`src/rtl/alu_arb_pkg.sv`:
```
// Shared types and constants for the ALU arbiter/sequencer and the alu datapath.
// Latency: n/a (declarations only).
// Backpressure: n/a.
package alu_arb_pkg;

  localparam int NUM_REQ   = 2;
  localparam int BITS_DATA = 8;
  localparam int BITS_OP   = 6;

  typedef enum logic [1:0] {
    ST_IDLE = 2'd0,
    ST_EXEC = 2'd1,
    ST_RESP = 2'd2
  } state_t;

endpackage

```
`src/rtl/alu_arbiter_if.sv`:
```
// Request/ALU/response bundle between the front-ends, the arbiter and the shared alu.
// Latency: n/a (wires only).
// Backpressure: req side valid/ready, rsp side valid/ready; slave = arbiter view.
interface alu_arbiter_if #(
  parameter int BITS_DATA = alu_arb_pkg::BITS_DATA,
  parameter int BITS_OP   = alu_arb_pkg::BITS_OP
);

  logic        [1:0]             i_req_valid;
  logic        [1:0]             o_req_ready;
  logic        [2*BITS_DATA-1:0] i_req_a;
  logic        [2*BITS_DATA-1:0] i_req_b;
  logic        [2*BITS_OP-1:0]   i_req_op;
  logic signed [BITS_DATA-1:0]   o_alu_a;
  logic signed [BITS_DATA-1:0]   o_alu_b;
  logic        [BITS_OP-1:0]     o_alu_op;
  logic        [BITS_DATA-1:0]   i_alu_result;
  logic        [1:0]             o_rsp_valid;
  logic        [1:0]             i_rsp_ready;
  logic        [BITS_DATA-1:0]   o_rsp_result;
  logic                          o_busy;

  modport slave (
    input  i_req_valid, i_req_a, i_req_b, i_req_op, i_alu_result, i_rsp_ready,
    output o_req_ready, o_alu_a, o_alu_b, o_alu_op, o_rsp_valid, o_rsp_result, o_busy
  );

  modport master (
    output i_req_valid, i_req_a, i_req_b, i_req_op, i_alu_result, i_rsp_ready,
    input  o_req_ready, o_alu_a, o_alu_b, o_alu_op, o_rsp_valid, o_rsp_result, o_busy
  );

endinterface

```
`src/rtl/rr_arbiter2.sv`:
```
// Two-way grant selection; ALU_ARB_FIXED_PRIO_EN selects fixed priority (requester 0 wins ties).
// Latency: purely combinational.
// Backpressure: none; caller decides when the grant is used.
module rr_arbiter2 (
  input  logic [1:0] i_req,
  input  logic       i_last,
  output logic [1:0] o_grant,
  output logic       o_idx
);

`ifdef ALU_ARB_FIXED_PRIO_EN
  // Pointer is meaningless with fixed priority.
  wire w_unused_last = i_last;

  assign o_idx = ~i_req[0];
`else
  // A tie goes to the requester that did not win last; a lone request always wins.
  assign o_idx = (i_req == 2'b11) ? ~i_last : ~i_req[0];
`endif

  assign o_grant = (i_req == 2'b00) ? 2'b00 : (o_idx ? 2'b10 : 2'b01);

endmodule

```
`src/rtl/alu_arbiter.sv`:
```
// Arbitrates two requesters onto the shared alu and returns the captured result (ALU_ARB_FIXED_PRIO_EN: fixed priority).
// Latency: accept at edge N, rsp_valid from cycle N+2; minimum issue interval 3 cycles.
// Backpressure: one transaction in flight; req_ready low in EXEC/RESP, RESP holds until rsp_ready.
module alu_arbiter
  import alu_arb_pkg::*;
(
  input  logic         clk,
  input  logic         i_reset,
  alu_arbiter_if.slave bus
);

  state_t                 r_state;
  state_t                 w_next;
  logic [BITS_DATA-1:0]   r_a;
  logic [BITS_DATA-1:0]   r_b;
  logic [BITS_DATA-1:0]   r_result;
  logic [BITS_OP-1:0]     r_op;
  logic                   r_grant;
  logic                   w_last;
  logic                   w_idx;
  logic                   w_any;
  logic                   w_accept;
  logic [NUM_REQ-1:0]     w_onehot;
  logic [NUM_REQ-1:0]     w_req_ready;
  logic [NUM_REQ-1:0]     w_rsp_valid;
  logic [BITS_DATA-1:0]   w_sel_a;
  logic [BITS_DATA-1:0]   w_sel_b;
  logic [BITS_OP-1:0]     w_sel_op;

`ifdef ALU_ARB_FIXED_PRIO_EN
  assign w_last = 1'b0;
`else
  logic r_last;

  assign w_last = r_last;

  // Pointer advances only when the response handshake completes, so an aborted op leaves it untouched.
  always_ff @(posedge clk) begin
    if (i_reset) begin
      r_last <= 1'b1;
    end else if (r_state == ST_RESP && bus.i_rsp_ready[r_grant]) begin
      r_last <= r_grant;
    end
  end
`endif

  rr_arbiter2 u_arb (
    .i_req   (bus.i_req_valid),
    .i_last  (w_last),
    .o_grant (w_onehot),
    .o_idx   (w_idx)
  );

  assign w_any    = |bus.i_req_valid;
  assign w_accept = (r_state == ST_IDLE) && w_any;

  assign w_sel_a  = w_idx ? bus.i_req_a[BITS_DATA +: BITS_DATA] : bus.i_req_a[0 +: BITS_DATA];
  assign w_sel_b  = w_idx ? bus.i_req_b[BITS_DATA +: BITS_DATA] : bus.i_req_b[0 +: BITS_DATA];
  assign w_sel_op = w_idx ? bus.i_req_op[BITS_OP +: BITS_OP]    : bus.i_req_op[0 +: BITS_OP];

  // State register.
  always_ff @(posedge clk) begin
    if (i_reset) r_state <= ST_IDLE;
    else         r_state <= w_next;
  end

  // Next state and handshake strobes.
  always_comb begin
    w_next      = r_state;
    w_req_ready = '0;
    w_rsp_valid = '0;
    case (r_state)
      ST_IDLE: begin
        if (w_any) begin
          w_req_ready = w_onehot;
          w_next      = ST_EXEC;
        end
      end
      ST_EXEC: w_next = ST_RESP;
      ST_RESP: begin
        w_rsp_valid[r_grant] = 1'b1;
        if (bus.i_rsp_ready[r_grant]) w_next = ST_IDLE;
      end
      default: w_next = ST_IDLE;
    endcase
  end

  // Operand/grant latch on accept, result capture in EXEC; everything holds otherwise.
  always_ff @(posedge clk) begin
    if (i_reset) begin
      r_a      <= '0;
      r_b      <= '0;
      r_op     <= '0;
      r_grant  <= 1'b0;
      r_result <= '0;
    end else begin
      if (w_accept) begin
        r_a     <= w_sel_a;
        r_b     <= w_sel_b;
        r_op    <= w_sel_op;
        r_grant <= w_idx;
      end
      if (r_state == ST_EXEC) r_result <= bus.i_alu_result;
    end
  end

  // Reset wins over any handshake presented in the same cycle.
  assign bus.o_req_ready  = i_reset ? '0 : w_req_ready;
  assign bus.o_rsp_valid  = i_reset ? '0 : w_rsp_valid;
  assign bus.o_rsp_result = r_result;
  assign bus.o_alu_a      = r_a;
  assign bus.o_alu_b      = r_b;
  assign bus.o_alu_op     = r_op;
  assign bus.o_busy       = (r_state != ST_IDLE);

endmodule

```
`src/flat_wrapper.sv`:
```
// flat-port wrapper written by rule: the top's interface ports become plain ports
module alu_arbiter_flat import alu_arb_pkg::*;
  (clk, i_reset, bus_i_req_valid, bus_i_req_a, bus_i_req_b, bus_i_req_op, bus_i_alu_result, bus_i_rsp_ready, bus_o_req_ready, bus_o_alu_a, bus_o_alu_b, bus_o_alu_op, bus_o_rsp_valid, bus_o_rsp_result, bus_o_busy);
  alu_arbiter_if bus_i ();
  input  logic clk;
  input  logic i_reset;
  input wire logic [$bits(bus_i.i_req_valid)-1:0] bus_i_req_valid;
  input wire logic [$bits(bus_i.i_req_a)-1:0] bus_i_req_a;
  input wire logic [$bits(bus_i.i_req_b)-1:0] bus_i_req_b;
  input wire logic [$bits(bus_i.i_req_op)-1:0] bus_i_req_op;
  input wire logic [$bits(bus_i.i_alu_result)-1:0] bus_i_alu_result;
  input wire logic [$bits(bus_i.i_rsp_ready)-1:0] bus_i_rsp_ready;
  output wire logic [$bits(bus_i.o_req_ready)-1:0] bus_o_req_ready;
  output wire logic [$bits(bus_i.o_alu_a)-1:0] bus_o_alu_a;
  output wire logic [$bits(bus_i.o_alu_b)-1:0] bus_o_alu_b;
  output wire logic [$bits(bus_i.o_alu_op)-1:0] bus_o_alu_op;
  output wire logic [$bits(bus_i.o_rsp_valid)-1:0] bus_o_rsp_valid;
  output wire logic [$bits(bus_i.o_rsp_result)-1:0] bus_o_rsp_result;
  output wire logic [$bits(bus_i.o_busy)-1:0] bus_o_busy;
  assign bus_i.i_req_valid = bus_i_req_valid;
  assign bus_i.i_req_a = bus_i_req_a;
  assign bus_i.i_req_b = bus_i_req_b;
  assign bus_i.i_req_op = bus_i_req_op;
  assign bus_i.i_alu_result = bus_i_alu_result;
  assign bus_i.i_rsp_ready = bus_i_rsp_ready;
  assign bus_o_req_ready = bus_i.o_req_ready;
  assign bus_o_alu_a = bus_i.o_alu_a;
  assign bus_o_alu_b = bus_i.o_alu_b;
  assign bus_o_alu_op = bus_i.o_alu_op;
  assign bus_o_rsp_valid = bus_i.o_rsp_valid;
  assign bus_o_rsp_result = bus_i.o_rsp_result;
  assign bus_o_busy = bus_i.o_busy;
  alu_arbiter u_core (.clk(clk), .i_reset(i_reset), .bus(bus_i));
endmodule
```
`config.mk`:
```
export PLATFORM = sky130hd
export DESIGN_NAME = alu_arbiter_flat
export DESIGN_NICKNAME = d
export VERILOG_FILES = /design/src/rtl/alu_arb_pkg.sv /design/src/rtl/alu_arbiter_if.sv /design/src/rtl/rr_arbiter2.sv /design/src/rtl/alu_arbiter.sv /design/src/flat_wrapper.sv
export SDC_FILE = /design/constraint.sdc
export NUM_CORES = 1
export LEC_CHECK = 0
export CAP_MARGIN = 25
export CORE_MARGIN = 3
export CORE_UTILIZATION = 38
export DETAILED_ROUTE_END_ITERATION = 8
export PLACE_DENSITY = 0.87
export SETUP_SLACK_MARGIN = 0.4
export SKIP_LAST_GASP = 1
export SLEW_MARGIN = 20
export SYNTH_ARGS = -nofsm -noshare
export SYNTH_HDL_FRONTEND = slang
export SYNTH_HIERARCHICAL = 1
export SYNTH_SLANG_ARGS = --single-unit
```
`constraint.sdc`:
```
create_clock -name clk -period 1.4 [get_ports clk]
set_input_delay 0.28 -clock clk [delete_from_list [all_inputs] [get_ports clk]]
set_output_delay 0.28 -clock clk [all_outputs]
set_load 0.02 [all_outputs]
```
Word level (Yosys, flattened, before mapping)
Cells that the tools add are included.
W data, S select, Z words.
{"block": "totals", "inputBits": 58, "memories": 0, "mem_bits_ro": 0, "mem_bits_rw": 0, "wordCells": 42, "regBits": 34, "latch_bits": 0}
{"block": "op_classes", "n_reduce_logical": 8, "add_sub_neg": 0, "mux": 18, "shift": 0, "div": 0, "bitwise": 2, "eq_ne": 5, "magnitude_cmp": 2, "mul": 0}
{"op": "$mux W2", "count": 9}
{"op": "$mux W8", "count": 2}
{"op": "$mux W6", "count": 1}
{"op": "$pmux W2 S3", "count": 1}
{"op": "$eq A2 B2 Y1 const B", "count": 2}
{"op": "$logic_not A2 Y1", "count": 2}
{"op": "$mux W1", "count": 4}
{"op": "$logic_and A1 B1 Y1", "count": 3}
{"op": "$eq A2 B1 Y1 const B", "count": 1}
{"op": "$lt A1 B2 Y1 const B", "count": 1}
{"op": "$ne A2 B1 Y1 const B", "count": 1}
{"op": "$ne A2 B2 Y1 const B", "count": 1}
{"op": "$not A1 Y1", "count": 2}
{"op": "$reduce_and A2 Y1", "count": 1}
{"op": "$reduce_bool A2 Y1", "count": 1}
{"op": "$reduce_or A2 Y1", "count": 1}
{"op": "$demux W1 S1", "count": 1}
{"op": "$ge A1 B1 Y1 const B", "count": 1}

Logic depth before layout (Yosys ltp)
Gate-level depths: netlist of run 1.
{"block": "depth", "depth_word": 7, "mapped_depth": 6, "depth_no_buf": 4}

Modules after synthesis
The synthesis of run 1 kept the hierarchy.
{"module": "alu_arbiter", "seq_area_each_um2": 680.7, "area_per_inst_um2": 1615.3, "cells_per_inst": 165, "instances": 1}
{"module": "rr_arbiter2", "seq_area_each_um2": 0.0, "area_per_inst_um2": 21.3, "cells_per_inst": 4, "instances": 1}

Least setup slack after synthesis of run 1
Ideal clock, no wire load.
{"block": "synth_path", "path_type": "register to output", "startpoint": "register u_core.r_state[0]", "endpoint": "output bus_o_req_ready[0]", "stages_incl_launch_ff": 5, "arrival_ns": 1.297, "slack_ns": -0.177, "required_ns": 1.120, "n_path_buf": 1, "path_cell_list": "dfxtp_1 nor2_4 buf_6 nand2_2 nor3b_1"}
{"block": "synth_via", "elab_chain_len": 3}
{"element": "from (decl)", "line_no": "alu_arbiter.sv:12", "rtl": "state_t r_state;"}
{"element": "from (signal assigned)", "line_no": "alu_arbiter.sv:64", "rtl": "else r_state <= w_next;"}
{"element": "$logic_not A2 Y1", "line_no": "alu_arbiter.sv:72", "rtl": "case (r_state)"}
{"element": "$mux W2", "line_no": "alu_arbiter.sv:72"}
{"element": "$mux W2", "line_no": "alu_arbiter.sv:108", "rtl": "assign bus.o_req_ready = i_reset ? '0 : w_req_ready;"}
{"element": "to (decl)", "line_no": "flat_wrapper.sv:13", "rtl": "output wire logic [$bits(bus_i.o_req_ready)-1:0] bus_o_req_ready;"}
Every way passes these cells.

Worst setup path in the final report of run 1
{"block": "layout_path", "startpoint": "register u_core.r_state[1]", "endpoint": "output bus_o_req_ready[0]"}
Same word-level chain as after synthesis.

==> results.yml, run 1 <==
place:
  port_buffers: 92
  hpwlAfterDp_um: 3380
  place_area_mm2: 0.00267
  gp_congestion: 0.714
  dp_slack_ps: -724
timing:
  hold_viol: 0
  grt_setup_unrepaired: "true"
  fmax_mhz: 684
  layout_setup_ws_ps: -61.1
  slew_viol_final: 0
  min_period_over_period_pct: 104
  fin_skew_ps: 4.88
  tightest_slew_ps: 484
  finalSetupViolCount: 6
  period_minus_slack_ps: 1460
  slew_headroom_pct: 67.7
yosys:
  synthTopCellsByCount: "a21oi_1, dfxtp_1, mux2i_1"
  ys_async_sr_fraction_pct: 0
  synth_edf_count: 0
  yosys_warnings: 6
  yosysSeqAreaShare_pct: 41.6
  synth_area_leaders: "dfxtp_1, mux2i_1, a21oi_1"
  synth_top_cell_by_area: "dfxtp_1"
  synth_area_mm2: 0.00164
  avgSynthCellArea_um2: 9.68
  syn_inst: 169
  ys_ff_latch: 34
  synth_top_area_share_pct: 41.6
  yosys_most_used_dff: "dfxtp_1"
  syn_nets: 227
  synthDistinctLibCells: 25
route:
  first_iter_violations: 62
  vias_per_cell: 5.13
  drcViolationCount: 0
  ant_nets: 0
  vias: 1725
  first_pass_iters: 4
  routed_wl_um: 5320
  wire_per_inst_um: 15.8
global_route:
  grt_pass1_wl_um: 7910
  track_usage_pct: 19.4
  overflow: 0
  antenna_found_initial: 0
  grt_max_degree: 35
  first_global_vias: 1672
worst_setup_path:
  cp_slowest_stage_delay_ps: 370
  r2r_cells: 5
  cpMaxStageDelayCell: "dfxtp_4"
  r2r_slack_ps: 0
  critical_path_class: "reg2out"
  cp.depth: 4
  start_kind: "register"
  cp-end-kind: "output port"
  critical_path_required_ps: 1120
  worst_path_dominant_cell_family: "simple AND/OR/NAND/NOR gates"
  r2r-start: "u_core/r_last"
  cp_max_fo: 3
  crit_buf_inv: 1
  path_cells: "nor2_4 > nand2_4 > nor3b_4 > buf_6"
  r2r-end: "u_core/bus.o_alu_a[2]"
  worstPathArrival_ps: 1180
power:
  power.leakage_nw: 1.31
  ir_drop_v: 0.000780
  finalPower_mw: 3.05
  pwr_density_cell_mw_per_mm2: 947
flow_run:
  maxCapViolations: 0
die:
  ioPinCount: 93
  std_cell_rows: 23
  die_x_um: 71.6
  core-area_mm2: 0.00409
  die_area_mm2: 0.00513
  die_h_um: 71.6
  initial_core_util_pct: 40.0
final_layout:
  fin_nets: 344
  final_layout_size_suffix_gt1_share_pct: 56.6
  antenna_cells: 0
  nFillCells: 279
  fin_area_mm2: 0.00322
  syn2layout_area_growth_pct: 96.8
clock_tree:
  h-tree-depth: 2
  cts_tree: "done"
  clkTransAtPathRegs_ps: 60
  hold_buffers: 0
  clkSinkCount: 34
  insertion_delay_ps: 270
  cts_buffers: 5
  ctsRootBufferMaster: "clkbuf_8"
  cts_buffer_depth: 2
min_path:
  hold_class: "reg2reg"
  hp-start: "u_core/bus.o_rsp_result[7]"
  hold_depth: 2
  hold_end: "u_core/bus.o_rsp_result[7]"
run_status:
  violations: "setup timing"
  status: "finished, violations left"
-- layout make-up --
| type | count | area (µm²) | area share [%] |
|---|---|---|---|
| flip-flops and latches | 34 | 729 | 22.6 |
| repair buffers | 125 | 1280 | 39.8 |
| well taps | 50 | 62.6 | 1.94 |
| multi-input cells | 116 | 1050 | 32.7 |
| clock buffers | 7 | 76.3 | 2.37 |
| inverters | 4 | 17.5 | 0.544 |
-- cells by family (layout without fill, tap and decap cells) --
| family | count (synthesis) | count (layout) | share of synthesized area [%] |
|---|---|---|---|
| AO/OA/AOI/OAI | 62 | 62 | 26.5 |
| flip-flops | 34 | 34 | 41.6 |
| buffers and inverters | 20 | 136 | 8.79 |
| multiplexers | 22 | 22 | 13.5 |
| AND/OR/NAND/NOR | 31 | 32 | 9.63 |
-- how the worst max path moves through the flow --
stage	startpoint	end	slack, ps
6_report	u_core/r_state[1]	bus_o_req_ready[0]	-60
5_1_grt	u_core/r_state[1]	bus_o_req_ready[0]	-130
4_1_cts	u_core/r_state[0]	bus_o_req_ready[0]	-90
3_5_place_dp	bus_i_req_valid[0]	bus_o_req_ready[0]	-720
3_3_place_gp	bus_i_req_valid[1]	bus_o_req_ready[0]	-700
2_1_floorplan	u_core/r_state[1]	bus_o_req_ready[0]	90
-- power breakdown --
group | internal (mW) | switching [mW] | total (mW)
Clock | 0.342 | 0.307 | 0.649
Combinational | 0.674 | 0.553 | 1.23
Sequential | 1.09 | 0.0797 | 1.17
Total | 2.11 | 0.939 | 3.05
-- cells in the final DEF, fill, tap and decap left out, types with 6 or more instances in the layout --
cell type	instances
a211oi_2	14
nand2_1	9
mux2i_1	13
dfxtp_2	30
buf_4	21
mux2i_2	6
buf_6	42
a211oi_1	8
clkdlybuf4s50_1	54
a21oi_2	7
a21oi_1	27
-- flip-flops by register name, summed over array words and instances, names as in the netlist --
signal / count
u_core/r_state: 2
u_core/r_grant: 1
u_core/bus.o_alu_op: 6
u_core/bus.o_alu_a: 8
u_core/bus.o_rsp_result: 8
u_core/r_last: 1
u_core/bus.o_alu_b: 8
-- timing repair --
item / 4_1_cts / 5_1_grt
gates resized for setup: 270 / 37
setup endpoints to repair: 69 / 67
pin swaps: 17 / 21
gates cloned: 3 / 0
setup buffers: 6 / 9
-- through the flow --
stage / utilization, % / cells / hold slack, ps / setup TNS (ps)
final: 78.8 / 336 / 461 / -198
after detailed placement: 65.2 / 311 / 451 / -13470
after CTS: 72.7 / 327 / 463 / -167
after global placement: 65.2 / 311 / 442 / -12610
after global routing: 78.8 / 336 / 491 / -1090
after floorplan: - / 169 / 416 / 0
-- worst register-to-register path: stages (launching register included) --
cell,delay [ps]
dfxtp_4,350
buf_6,120
o21ai_4,260
buf_6,190
mux2i_2,240
a211oi_2,90
-- per-layer routing --
metal | wire [µm] | global-route usage, % | share of wire, % | vias up
met1 | 2000 | 22.9 | 38 | 824
met3 | 473 | 7.57 | 8.9 | 2
met2 | 2820 | 33.1 | 53 | 60
li1 | - | - | - | 839
met5 | 0 | 0 | 0 | -
met4 | 17 | 4.80 | 0.32 | 0
(Power assumes the default switching activity.)
==> inputs of run 2 (changes only) <==
==> constraint.sdc (replaced) <==
create_clock -name clk -period 1.4 [get_ports clk]
set_input_delay 0.28 -clock clk [delete_from_list [all_inputs] [get_ports clk]]
set_output_delay 0.28 -clock clk [all_outputs]
set_load 0.01 [all_outputs]
==> run 2 against run 1 <==
  * The run still ends with setup timing left
  * Design area shrank 1.5%
  * Highest routed layer unchanged
  * Register-to-register slack is essentially flat
  * Clock skew shrank 3.6 ps
==> results.yml, run 2 (synthesis results as in run 1) <==
run_status:
  status: "finished, violations left"
  violations: "setup timing"
route:
  vias: 1731
  ant_nets: 0
  drcViolationCount: 0
  routed_wl_um: 5400
  vias_per_cell: 5.18
  wire_per_inst_um: 16.2
  first_pass_iters: 4
  first_iter_violations: 47
clock_tree:
  cts_buffers: 5
  h-tree-depth: 2
  cts_buffer_depth: 2
  insertion_delay_ps: 270
  clkSinkCount: 34
  clkTransAtPathRegs_ps: 60
  ctsRootBufferMaster: "clkbuf_8"
  cts_tree: "done"
die:
  die_area_mm2: 0.00513
  std_cell_rows: 23
  die_x_um: 71.6
  ioPinCount: 93
  initial_core_util_pct: 40.0
  die_h_um: 71.6
  core-area_mm2: 0.00409
place:
  dp_slack_ps: -664
  port_buffers: 92
  hpwlAfterDp_um: 3470
  gp_congestion: 0.688
worst_setup_path:
  start_kind: "register"
  cpMaxStageDelayCell: "dfxtp_2"
  worst_path_dominant_cell_family: "simple AND/OR/NAND/NOR gates"
  r2r_slack_ps: -10
  cp-end-kind: "output port"
  critical_path_required_ps: 1120
  r2r-start: "u_core/r_last"
  critical_path_class: "reg2out"
  cp_max_fo: 3
  r2r_cells: 6
  worstPathArrival_ps: 1190
  r2r-end: "u_core/bus.o_alu_a[3]"
  crit_buf_inv: 1
  cp_slowest_stage_delay_ps: 350
  path_cells: "nor2_4 > nand2_4 > nor3b_4 > buf_2"
flow_run:
  maxCapViolations: 0
global_route:
  grt_pass1_wl_um: 8450
  grt_max_degree: 34
  first_global_vias: 1759
  overflow: 0
  track_usage_pct: 20.9
  antenna_found_initial: 0
final_layout:
  final_layout_size_suffix_gt1_share_pct: 53.5
  final_common_cell: "clkdlybuf4s50_1"
  fin_nets: 342
  seq_area_um2: 726
  multi_input_area_mm2: 0.00106
  antenna_cells: 0
  syn2layout_area_growth_pct: 93.8
  final_cell_mix: "clkdlybuf4s50_1, buf_6, dfxtp_2, a21oi_1, buf_4"
  nFillCells: 305
timing:
  hold_viol: 0
  min_period_over_period_pct: 105
  finalSetupViolCount: 7
  tightest_slew_ps: 447
  fin_skew_ps: 1.29
  slew_viol_final: 0
  tns_ps: -170
  fmax_mhz: 680
  grt_setup_unrepaired: "true"
  layout_setup_ws_ps: -69.6
  slew_headroom_pct: 70.2
  period_minus_slack_ps: 1470
  fin_hold_ws_ps: 427
min_path:
  hold_class: "in2reg"
  hold_end: "u_core/r_last"
  hold_depth: 3
  hp-start: "i_reset"
power:
  pwr_density_cell_mw_per_mm2: 924
  finalPower_mw: 2.93
  ir_drop_v: 0.000691
  power.leakage_nw: 1.25
[run 2: cell types whose count changed in the layout (fill, tap and decap cells not counted), sizes merged]
cell	change
buf	-2
[run 2: where the power goes]
part | switching [mW] | total [mW] | internal [mW]
clock | 0.313 | 0.655 | 0.342
sequential | 0.0797 | 1.18 | 1.10
combinational | 0.463 | 1.10 | 0.639
[run 2: repair_timing]
action	in CTS	in global routing
setup endpoints to repair	69	68
pin swaps	7	13
gates resized for setup	232	29
cloned	3	0
hold buffers	0	0
setup buffers	7	5
[run 2: layout make-up]
| type | instances | share of cell area (%) |
|---|---|---|
| clock buffer | 7 | 2.41 |
| inverter | 4 | 0.552 |
| multi-input combinational | 116 | 33.4 |
| sequential | 34 | 22.9 |
| tap | 50 | 1.97 |
| timing repair buffer | 123 | 38.8 |
[run 2: through the flow]
stage               instances  util, %  cell area (µm²)
floorplan                 169        -             1710
global placement          312     65.2             2670
detailed placement        312     65.2             2670
CTS                       329     73.1             2990
global route              334     77.6             3170
finish                    334     77.6             3170
[run 2: worst max path at each step]
stage,from,to,slack [ps],depth (start not counted)
final,u_core/r_state[1],bus_o_req_ready[0],-70,4
after global routing,u_core/r_state[1],bus_o_req_ready[0],-140,4
after CTS,u_core/r_state[0],bus_o_req_ready[0],-70,4
after detailed placement,bus_i_req_valid[0],bus_o_req_ready[0],-660,5
after global placement,bus_i_req_valid[1],bus_o_req_ready[1],-620,5
after floorplan,u_core/r_state[1],bus_o_req_ready[0],160,4
[run 2: worst reg2reg max path, cell delays in order, from the launching register on]
cell	delay [ps]
dfxtp_2	340
buf_6	120
o21ai_4	240
buf_6	160
buf_16	130
mux2i_4	220
a211oi_2	80
[run 2: layer usage]
layer  part of all wire [%]  wire [µm]  track usage, %
met1                     36       1960            23.8
met2                     55       2990            37.2
met5                      0          0               0
met4                   0.78         42            4.80
met3                    7.7        413            7.29
